==> config.mk <==
export PLATFORM = sky130hd
export DESIGN_NAME = core_pipe_scoreboard
export DESIGN_NICKNAME = d
export VERILOG_FILES = /design/src/rtl/core_pipe_scoreboard.sv
export SDC_FILE = /design/constraint.sdc
export NUM_CORES = 1
export LEC_CHECK = 0
export BUFFER_PORTS_ARGS = -buffer_cell sky130_fd_sc_hd__buf_2
export CAP_MARGIN = 20
export CORE_MARGIN = 5
export CORE_UTILIZATION = 40
export DETAILED_ROUTE_END_ITERATION = 8
export PLACE_DENSITY = 0.71
export RECOVER_POWER = 100
export SLEW_MARGIN = 40
export SYNTH_ARGS = -nofsm -noshare
export SYNTH_HDL_FRONTEND = slang
export SYNTH_SLANG_ARGS = --single-unit
==> constraint.sdc <==
create_clock -name clk -period 2.34 [get_ports clk]
set_clock_uncertainty 0.2 [all_clocks]
set_input_delay 0 -clock clk [delete_from_list [all_inputs] [get_ports clk]]
set_output_delay 0 -clock clk [all_outputs]
set_load 0.02 [all_outputs]
==> src/rtl/core_pipe_scoreboard.sv <==
// -----------------------------------------------------------------------------
// core_pipe_scoreboard
//
// Hazard/forwarding scoreboard that sits beside the ID stage of the in-order
// core. It tracks the destination writes of the instructions in the DEPTH
// slots after decode. Slot 0 is EX, and slot DEPTH-1 is the last slot before
// the regfile write. For each source operand it picks a forwarding source. It
// also raises a load-use stall when load data is not yet available.
//
// Parameters
//   AW        register address width (register 0 is hardwired zero)
//   NSRC      source operands checked per issued instruction
//   DEPTH     tracked slots after ID (2..8)
//   LOAD_LAT  first slot index whose load data can be forwarded (0..DEPTH-1)
//   CW        stall performance counter width
//
// Ports
//   clk            clock, rising edge
//   rst_n          asynchronous active-low reset
//   i_issue_valid  ID holds a valid instruction requesting issue
//   i_issue_wen    issued instruction writes a register
//   i_issue_load   issued instruction is a load
//   i_issue_dst    issued destination register
//   i_src_en       per-operand read enable
//   i_src_addr     per-operand address, operand n at [n*AW +: AW]
//   i_freeze       all slots hold, nothing issues
//   i_flush        ID instruction is killed (taken branch in EX)
//   o_stall        load-use stall: hold ID, bubble into slot 0
//   o_issue        instruction enters slot 0 at this edge
//   o_fwd_sel      per operand: 0 = regfile, k+1 = forward from slot k
//   o_retire_wen   slot DEPTH-1 writes the regfile this cycle
//   o_retire_dst   slot DEPTH-1 destination
//   o_stall_cnt    saturating count of stalled (unfrozen) cycles
// -----------------------------------------------------------------------------
module core_pipe_scoreboard #(
    parameter int AW       = 5,
    parameter int NSRC     = 2,
    parameter int DEPTH    = 3,
    parameter int LOAD_LAT = 2,
    parameter int CW       = 32,
    localparam int FW      = $clog2(DEPTH + 1)
) (
    input  logic                 clk,
    input  logic                 rst_n,
    input  logic                 i_issue_valid,
    input  logic                 i_issue_wen,
    input  logic                 i_issue_load,
    input  logic [AW-1:0]        i_issue_dst,
    input  logic [NSRC-1:0]      i_src_en,
    input  logic [NSRC*AW-1:0]   i_src_addr,
    input  logic                 i_freeze,
    input  logic                 i_flush,
    output logic                 o_stall,
    output logic                 o_issue,
    output logic [NSRC*FW-1:0]   o_fwd_sel,
    output logic                 o_retire_wen,
    output logic [AW-1:0]        o_retire_dst,
    output logic [CW-1:0]        o_stall_cnt
);

    logic [DEPTH-1:0] valid_q, valid_d;
    logic [DEPTH-1:0] wen_q,   wen_d;
    logic [DEPTH-1:0] load_q,  load_d;
    logic [AW-1:0]    dst_q [DEPTH];
    logic [AW-1:0]    dst_d [DEPTH];
    logic [CW-1:0]    stall_cnt_q, stall_cnt_d;

    logic [NSRC-1:0]    hazard;
    logic [NSRC*FW-1:0] fwd_sel;
    logic               found;
    logic [AW-1:0]      src;

    // The scan runs from the youngest slot (0) to the oldest. The first match
    // decides the result. Older writes to the same register are stale.
    always_comb begin
        hazard  = '0;
        fwd_sel = '0;
        found   = 1'b0;
        src     = '0;
        for (int n = 0; n < NSRC; n++) begin
            found = 1'b0;
            src   = i_src_addr[n*AW +: AW];
            for (int k = 0; k < DEPTH; k++) begin
                if (!found && i_src_en[n] && valid_q[k] && wen_q[k] &&
                    (dst_q[k] == src) && (src != '0)) begin
                    found = 1'b1;
                    if (load_q[k] && (k < LOAD_LAT)) begin
                        hazard[n] = 1'b1;
                    end else begin
                        fwd_sel[n*FW +: FW] = FW'(k + 1);
                    end
                end
            end
        end
    end

    assign o_fwd_sel = fwd_sel;
    assign o_stall   = i_issue_valid & (|hazard) & ~i_flush;
    // o_issue depends only on inputs and o_stall. Gating it with rst_n keeps
    // it low while reset is held, even when the inputs are active.
    assign o_issue   = rst_n & i_issue_valid & ~o_stall & ~i_flush & ~i_freeze;

    assign o_retire_wen = valid_q[DEPTH-1] & wen_q[DEPTH-1];
    assign o_retire_dst = dst_q[DEPTH-1];
    assign o_stall_cnt  = stall_cnt_q;

    always_comb begin
        valid_d = valid_q;
        wen_d   = wen_q;
        load_d  = load_q;
        for (int k = 0; k < DEPTH; k++) begin
            dst_d[k] = dst_q[k];
        end
        if (!i_freeze) begin
            for (int k = 1; k < DEPTH; k++) begin
                valid_d[k] = valid_q[k-1];
                wen_d[k]   = wen_q[k-1];
                load_d[k]  = load_q[k-1];
                dst_d[k]   = dst_q[k-1];
            end
            if (o_issue) begin
                valid_d[0] = 1'b1;
                // A write to x0 is never visible, so it is stored as a non-write.
                wen_d[0]   = i_issue_wen & (i_issue_dst != '0);
                load_d[0]  = i_issue_load;
                dst_d[0]   = i_issue_dst;
            end else begin
                valid_d[0] = 1'b0;
                wen_d[0]   = 1'b0;
                load_d[0]  = 1'b0;
                dst_d[0]   = '0;
            end
        end
    end

    always_comb begin
        stall_cnt_d = stall_cnt_q;
        if (o_stall && !i_freeze && (stall_cnt_q != {CW{1'b1}})) begin
            stall_cnt_d = stall_cnt_q + CW'(1);
        end
    end

    always_ff @(posedge clk or negedge rst_n) begin
        if (!rst_n) begin
            valid_q     <= '0;
            wen_q       <= '0;
            load_q      <= '0;
            stall_cnt_q <= '0;
            for (int k = 0; k < DEPTH; k++) begin
                dst_q[k] <= '0;
            end
        end else begin
            valid_q     <= valid_d;
            wen_q       <= wen_d;
            load_q      <= load_d;
            stall_cnt_q <= stall_cnt_d;
            for (int k = 0; k < DEPTH; k++) begin
                dst_q[k] <= dst_d[k];
            end
        end
    end

endmodule

Yosys cells after proc, flatten, opt, wreduce, memory -nomap -nowiden
Index checks and enable logic that the tools add are counted.

storage, ports and cells
  word-level logic and storage cells = 89
  bits of input ports = 24
  output and inout bits = 44
  register bits after elaboration = 55

operators by class
  add/subtract/negate cells = 1
  equality and inequality tests = 7
  mux-type cells = 24
  bitwise gates (word level) = 11
  reduce and logical (&&, ||, !) cells = 39

operators with widths
  operator                                                         number
  32-bit by 1-bit adder with 32-bit output, second input constant  1
  32-bit != test, second input constant                            1
  5-bit equality test                                              6
  1-bit logical AND                                                30
  1-bit 2-to-1 mux                                                 16
  5-bit nonzero test                                               3
  2-bit 2-to-1 mux                                                 7
  1-bit AND                                                        8
  1-bit logical NOT                                                5
  5-bit 2-to-1 mux                                                 1
  1-bit NOT                                                        3
  2-bit OR reduction                                               1

Longest topological paths before layout
  depth after elaboration = 20
  mapped depth = 9
  depth with buffers taken out = 8

Worst setup path after synthesis
OpenSTA, ideal clock, no wires.

  kind = reg2reg
  from = reg stall_cnt_q[14], in the netlist o_stall_cnt[14]
  to = reg stall_cnt_q[18], in the netlist o_stall_cnt[18]
  stages on the path, launching flop included = 9
  slack = -0.137 ns
  buffers on the path = 0
  data required time = 2.008 ns
  data arrival time = 2.145 ns
  library setup time = 0.132 ns
  cells stage by stage = dfrtp_1 -> and4_1 -> nand4_4 -> nor3_4 -> and3_1 -> nand4_2 -> o311ai_4 -> nor3_1 -> xor2_1

between the ends
  word-level cells in the longest chain between the ends = 2
  elaborated cells on any way between the ends = 3
  classes of those cells = add/sub: 1; eq/ne: 1; reduce/logical: 1

RTL lines
  item                                                                                              line  RTL
  start: declaration                                                                                66    logic [CW-1:0] stall_cnt_q, stall_cnt_d;
  start signal: assignment                                                                          156   stall_cnt_q <= stall_cnt_d;
  parallel branches: the longest is 2 deep, another holds 32-bit by 1-bit adder with 32-bit output  --

Parallel ways; which one is timed is not known.
A chain may end at the register's enable or synchronous reset.

Worst setup path after layout
  from = reg dst_q[9] (netlist bit)
  to = reg stall_cnt_q[26], in the netlist o_stall_cnt[26]

between the ends
  word-level cells in the longest chain between the ends = 9
  elaborated cells on any way between the ends = 13
  classes of those cells = eq/ne: 2; mux: 2; bitwise: 2; reduce/logical: 7

RTL lines
  item                              line  RTL
  start: declaration                64    logic [AW-1:0] dst_q [DEPTH];
  start signal: indexed assignment  158   dst_q[k] <= dst_d[k];
  5-bit equality test               85    (dst_q[k] == src) && (src != '0)) begin
  1-bit logical AND                 84    if (!found && i_src_en[n] && valid_q[k] && wen_q[k] &&
  1-bit logical AND                 85
  1-bit 2-to-1 mux                  84
  2-bit OR reduction *              98    assign o_stall = i_issue_valid & (|hazard) & ~i_flush;
  1-bit AND * (2 in a row)          98
  1-bit logical AND * (2 in a row)  138   if (o_stall && !i_freeze && (stall_cnt_q != {CW{1'b1}})) begin

Mark *: on every way between the ends. The rest lies on a longest branch, timed or not.

==> flow_summary.html <==
<table>
<tr><th>Metric</th><th>Value</th></tr>
<tr><th colspan="2">Logic synthesis</th></tr>
<tr><td>Netlist area before placement</td><td>0.003049 mm²</td></tr>
<tr><td>Sequential fraction of the synthesis area</td><td>0.4514</td></tr>
<tr><td>Yosys reg bits</td><td>55</td></tr>
<tr><td>Synthesized area per cell</td><td>11.01 µm²</td></tr>
<tr><td>Gate count of the mapped netlist</td><td>277</td></tr>
<tr><td>Post-synth EDFFs</td><td>0</td></tr>
<tr><td>Syn_nets</td><td>302</td></tr>
<tr><td>Most frequently used flop master after synthesis</td><td>sky130_fd_sc_hd__dfrtp_1</td></tr>
<tr><td>Number of distinct library cells after synthesis</td><td>42</td></tr>
<tr><td>Share of synthesized registers carrying an async set or reset</td><td>1.000</td></tr>
<tr><td>Total number of yosys warnings</td><td>0</td></tr>
<tr><th colspan="2">Floorplanning</th></tr>
<tr><td>Site row count</td><td>31</td></tr>
<tr><td>Effective utilization at floorplan</td><td>0.4159</td></tr>
<tr><td>Core box area</td><td>0.007331 mm²</td></tr>
<tr><td>Top-level I/O count</td><td>68</td></tr>
<tr><td>Floorplan die width</td><td>97.31 µm</td></tr>
<tr><td>Height of the die</td><td>97.31 µm</td></tr>
<tr><td>Die footprint</td><td>0.009469 mm²</td></tr>
<tr><th colspan="2">Hold path</th></tr>
<tr><td>Path category of the worst min-delay check</td><td>in -&gt; reg</td></tr>
<tr><td>Worst-case hold path end point</td><td>load_q[1]</td></tr>
<tr><td>WHS Path Cells</td><td>4</td></tr>
<tr><td>Worst hold path startpoint</td><td>i_freeze</td></tr>
<tr><th colspan="2">Global route</th></tr>
<tr><td>Global-route wire length before repair</td><td>13320 µm</td></tr>
<tr><td>Global routing usage summed across all routing layers</td><td>0.1710</td></tr>
<tr><td>Antenna violations before repair</td><td>0</td></tr>
<tr><td>Final global-route overflow total</td><td>0</td></tr>
<tr><td>Number of global-route vias before repair</td><td>2641</td></tr>
<tr><td>Largest net degree at the start of global routing</td><td>56</td></tr>
<tr><th colspan="2">Worst setup path</th></tr>
<tr><td>Count of cells along the worst register-to-register path</td><td>9</td></tr>
<tr><td>Worst path required time</td><td>2.34 ns</td></tr>
<tr><td>Crit path buf inv count</td><td>1</td></tr>
<tr><td>Startpoint type of the worst setup path</td><td>flop</td></tr>
<tr><td>Highest-delay cell along the critical path</td><td>sky130_fd_sc_hd__dfrtp_1</td></tr>
<tr><td>Critical path, cell by cell</td><td>xor2_1 &gt; nor4_2 &gt; nand4_1 &gt; o32ai_4 &gt; a21o_4 &gt; and3_4 &gt; buf_4 &gt; nand3_1 &gt; xnor2_1</td></tr>
<tr><td>Crit. End Element</td><td>flop</td></tr>
<tr><td>Reg2reg start</td><td>dst_q[9]</td></tr>
<tr><td>Reg-to-reg endpoint</td><td>o_stall_cnt[26]</td></tr>
<tr><td>Data arrival time of the critical path</td><td>2.58 ns</td></tr>
<tr><td>Delay of the slowest critical-path stage</td><td>0.43 ns</td></tr>
<tr><td>Critical path's top delay family</td><td>simple AND/OR/NAND/NOR gates</td></tr>
<tr><td>Critical path peak fanout</td><td>5</td></tr>
<tr><td>Worst Setup Path Type</td><td>reg -&gt; reg</td></tr>
<tr><td>Reg2reg setup slack</td><td>-0.24 ns</td></tr>
<tr><th colspan="2">STA</th></tr>
<tr><td>Post-route fraction of the period consumed by the critical path</td><td>1.103</td></tr>
<tr><td>Minimum hold slack</td><td>0.05556 ns</td></tr>
<tr><td>Final critical delay including setup and external delays</td><td>2.581 ns</td></tr>
<tr><td>Worst rel slew slack</td><td>0.5209</td></tr>
<tr><td>Final hold vios</td><td>0</td></tr>
<tr><td>Setup violations, final</td><td>43</td></tr>
<tr><td>Setup repair after global routing missed its margin</td><td>yes</td></tr>
<tr><td>Transition at the pin with the smallest max-transition slack</td><td>0.7186 ns</td></tr>
<tr><td>Final count of pins violating max slew</td><td>0</td></tr>
<tr><td>Final Worst Setup Slack</td><td>-0.2411 ns</td></tr>
<tr><td>Achievable clock frequency</td><td>387.4 MHz</td></tr>
<tr><th colspan="2">Finish</th></tr>
<tr><td>Leading cell types in the layout, fill and taps excluded</td><td>56 x sky130_fd_sc_hd__buf_2, 43 x sky130_fd_sc_hd__dfrtp_1, 43 x sky130_fd_sc_hd__buf_4</td></tr>
<tr><td>Core occupancy in the finished layout</td><td>0.5885</td></tr>
<tr><td>Area overhead of the layout relative to synthesis</td><td>41.49%</td></tr>
<tr><td>Diode insertion count for antenna repair</td><td>0</td></tr>
<tr><td>Share of layout cells above drive strength 1</td><td>0.5051</td></tr>
<tr><td>Number of fill cells</td><td>604</td></tr>
<tr><td>Count of nets after finishing</td><td>420</td></tr>
<tr><td>Most frequent standard cell in the layout excluding fill and tap cells</td><td>sky130_fd_sc_hd__buf_2</td></tr>
<tr><th colspan="2">Clock tree</th></tr>
<tr><td>CTS tree</td><td>yes</td></tr>
<tr><td>Root Buffer</td><td>sky130_fd_sc_hd__clkbuf_8</td></tr>
<tr><td>Number of CTS-inserted buffers</td><td>5</td></tr>
<tr><td>Clock sink count</td><td>55</td></tr>
<tr><td>Clock edge transition at the registers on the reported setup and hold paths</td><td>0.10 ns</td></tr>
<tr><td>Clock latency on the worst-skew pair</td><td>0.31 ns</td></tr>
<tr><td>Buffer depth of the longest clock path</td><td>2</td></tr>
<tr><td>H-tree levels</td><td>2</td></tr>
<tr><th colspan="2">Pwr</th></tr>
<tr><td>Peak ir drop on the vdd network</td><td>242.6 µV</td></tr>
<tr><td>Share of power burned in registers</td><td>0.564</td></tr>
<tr><td>Power density relative to cell area</td><td>407.7 mW/mm²</td></tr>
<tr><td>Switching portion of total power</td><td>0.2577</td></tr>
<tr><td>Psw</td><td>453.4 µW</td></tr>
<tr><td>Clock group share of total power</td><td>0.321</td></tr>
<tr><td>Leakage Power</td><td>0.002213 µW</td></tr>
<tr><td>Share of power burned in combinational logic</td><td>0.114</td></tr>
<tr><td>Cell internal pwr</td><td>1306 µW</td></tr>
<tr><td>Total power</td><td>1759 µW</td></tr>
<tr><th colspan="2">Placed design</th></tr>
<tr><td>Count of input and output buffers</td><td>67</td></tr>
<tr><td>Post-placement worst setup slack</td><td>-0.1667 ns</td></tr>
<tr><td>Placer's final routability congestion estimate</td><td>0.8812</td></tr>
<tr><td>Half-perimeter wire length after placement</td><td>5707 µm</td></tr>
<tr><th colspan="2">Status</th></tr>
<tr><td>Run status</td><td>finished, violations left</td></tr>
<tr><td>Violations in the final reports</td><td>negative setup slack</td></tr>
<tr><th colspan="2">Run</th></tr>
<tr><td>Number of violations of the max-capacitance limit</td><td>0</td></tr>
<tr><th colspan="2">Routing</th></tr>
<tr><td>Drt total wl</td><td>8412 µm</td></tr>
<tr><td>Via density per instance</td><td>5.111</td></tr>
<tr><td>First-pass detailed-route iteration total</td><td>4</td></tr>
<tr><td>Total via count in the routed design</td><td>2530</td></tr>
<tr><td>Per-cell routed wire length</td><td>16.99 µm</td></tr>
<tr><td>Post-route DRC</td><td>0</td></tr>
<tr><td>Remaining antenna violation count</td><td>0</td></tr>
<tr><td>Number of DRC violations after detailed-routing iteration 0</td><td>115</td></tr>
</table>
## routing by layer
layer | share of wire | up-vias | wire length [µm] | global-route usage
met4 | 0.0088 | 0 | 74 | 0.04153
met1 | 0.43 | 1250 | 3646 | 0.2255
met3 | 0.049 | 8 | 412 | 0.04307
met2 | 0.51 | 64 | 4279 | 0.2829
li1 | - | 1208 | - | -
met5 | 0 | - | 0 | 0
## timing repair
item / 4_1_cts / 5_1_grt
gates resized for setup: 25 / 35
cloned: 0 / 1
hold buffers: 8 / 0
setup endpoints to repair: 42 / 46
setup buffers: 9 / 10
pin swaps: 23 / 36
endpoints found under the hold margin: 62 / 0
## worst min-delay path, cell delays in order
cell	delay [ns]
sky130_fd_sc_hd__buf_2	0.12
sky130_fd_sc_hd__buf_4	0.22
sky130_fd_sc_hd__nand2_1	0.09
sky130_fd_sc_hd__o21ai_0	0.07
## stage by stage
step | cell area (µm²) | std cells | setup TNS (ns)
after floorplan | 3093 | 277 | -0.6609
after global placement | 3717 | 461 | -0.8162
after detailed placement | 3717 | 461 | -2.397
after CTS | 4053 | 485 | -3.788
after global routing | 4314 | 495 | -10.94
final | 4314 | 495 | -6.368
## kinds of logic after synthesis
family / synth area share
DFF: 0.4514
AOI/OAI and AO/OA: 0.06401
xor gates and xnor gates: 0.1752
adders and majority gates: 0.004103
and+or+nand+nor: 0.2101
buffers and inverters: 0.03611
muxes: 0.05909
## power by group through the flow
stage	logic [µW]	registers (µW)	clock network (µW)
after floorplan	91.0	1010	0
after global placement	169	1010	0
after detailed placement	170	1010	0
after CTS	191	992	577
after global routing	218	996	618
final	201	993	565
## Yosys cell counts (3+ instances only)
cell type	count	area [µm²]
sky130_fd_sc_hd__a22o_1	6	52.55
sky130_fd_sc_hd__and3_1	5	31.28
sky130_fd_sc_hd__buf_4	5	37.54
sky130_fd_sc_hd__clkbuf_1	5	18.77
sky130_fd_sc_hd__dfrtp_1	55	1376
sky130_fd_sc_hd__inv_1	6	22.52
sky130_fd_sc_hd__mux2_2	16	180.2
sky130_fd_sc_hd__nand2_1	19	71.32
sky130_fd_sc_hd__nand3_1	13	65.06
sky130_fd_sc_hd__nand4_1	13	81.33
sky130_fd_sc_hd__nor2_1	14	52.55
sky130_fd_sc_hd__nor3_1	10	50.05
sky130_fd_sc_hd__nor3_2	3	30.03
sky130_fd_sc_hd__nor4_1	6	37.54
sky130_fd_sc_hd__nor4_2	4	50.05
sky130_fd_sc_hd__or2_2	4	25.02
sky130_fd_sc_hd__xnor2_1	19	166.4
sky130_fd_sc_hd__xor2_1	42	367.9
## area by class of cell
| class | count | area [µm²] | area share |
|---|---|---|---|
| Inverter | 6 | 22.52 | 0.005220 |
| Timing Repair Buffer | 125 | 864.6 | 0.2004 |
| Sequential cell | 55 | 1391 | 0.3225 |
| Tap cell | 99 | 123.9 | 0.02871 |
| Multi-Input combinational cell | 202 | 1817 | 0.4211 |
| Clock inverter | 1 | 8.758 | 0.002030 |
| Clock buffer | 7 | 86.33 | 0.02001 |
## flip-flops by register name, summed over array words and instances, names as in the netlist
signal,cells
dst_q,10
wen_q,3
valid_q,3
o_stall_cnt,32
o_retire_dst,5
load_q,2
## worst max-delay path by stage
stage	from	depth (start not counted)	end
floorplan	o_stall_cnt[13]	8	o_stall_cnt[18]
global placement	dst_q[14]	8	o_stall_cnt[18]
detailed placement	dst_q[14]	8	o_stall_cnt[31]
CTS	dst_q[14]	9	o_stall_cnt[17]
global route	dst_q[9]	9	o_stall_cnt[26]
finish	dst_q[9]	9	o_stall_cnt[26]
(Power assumes the default switching activity.)
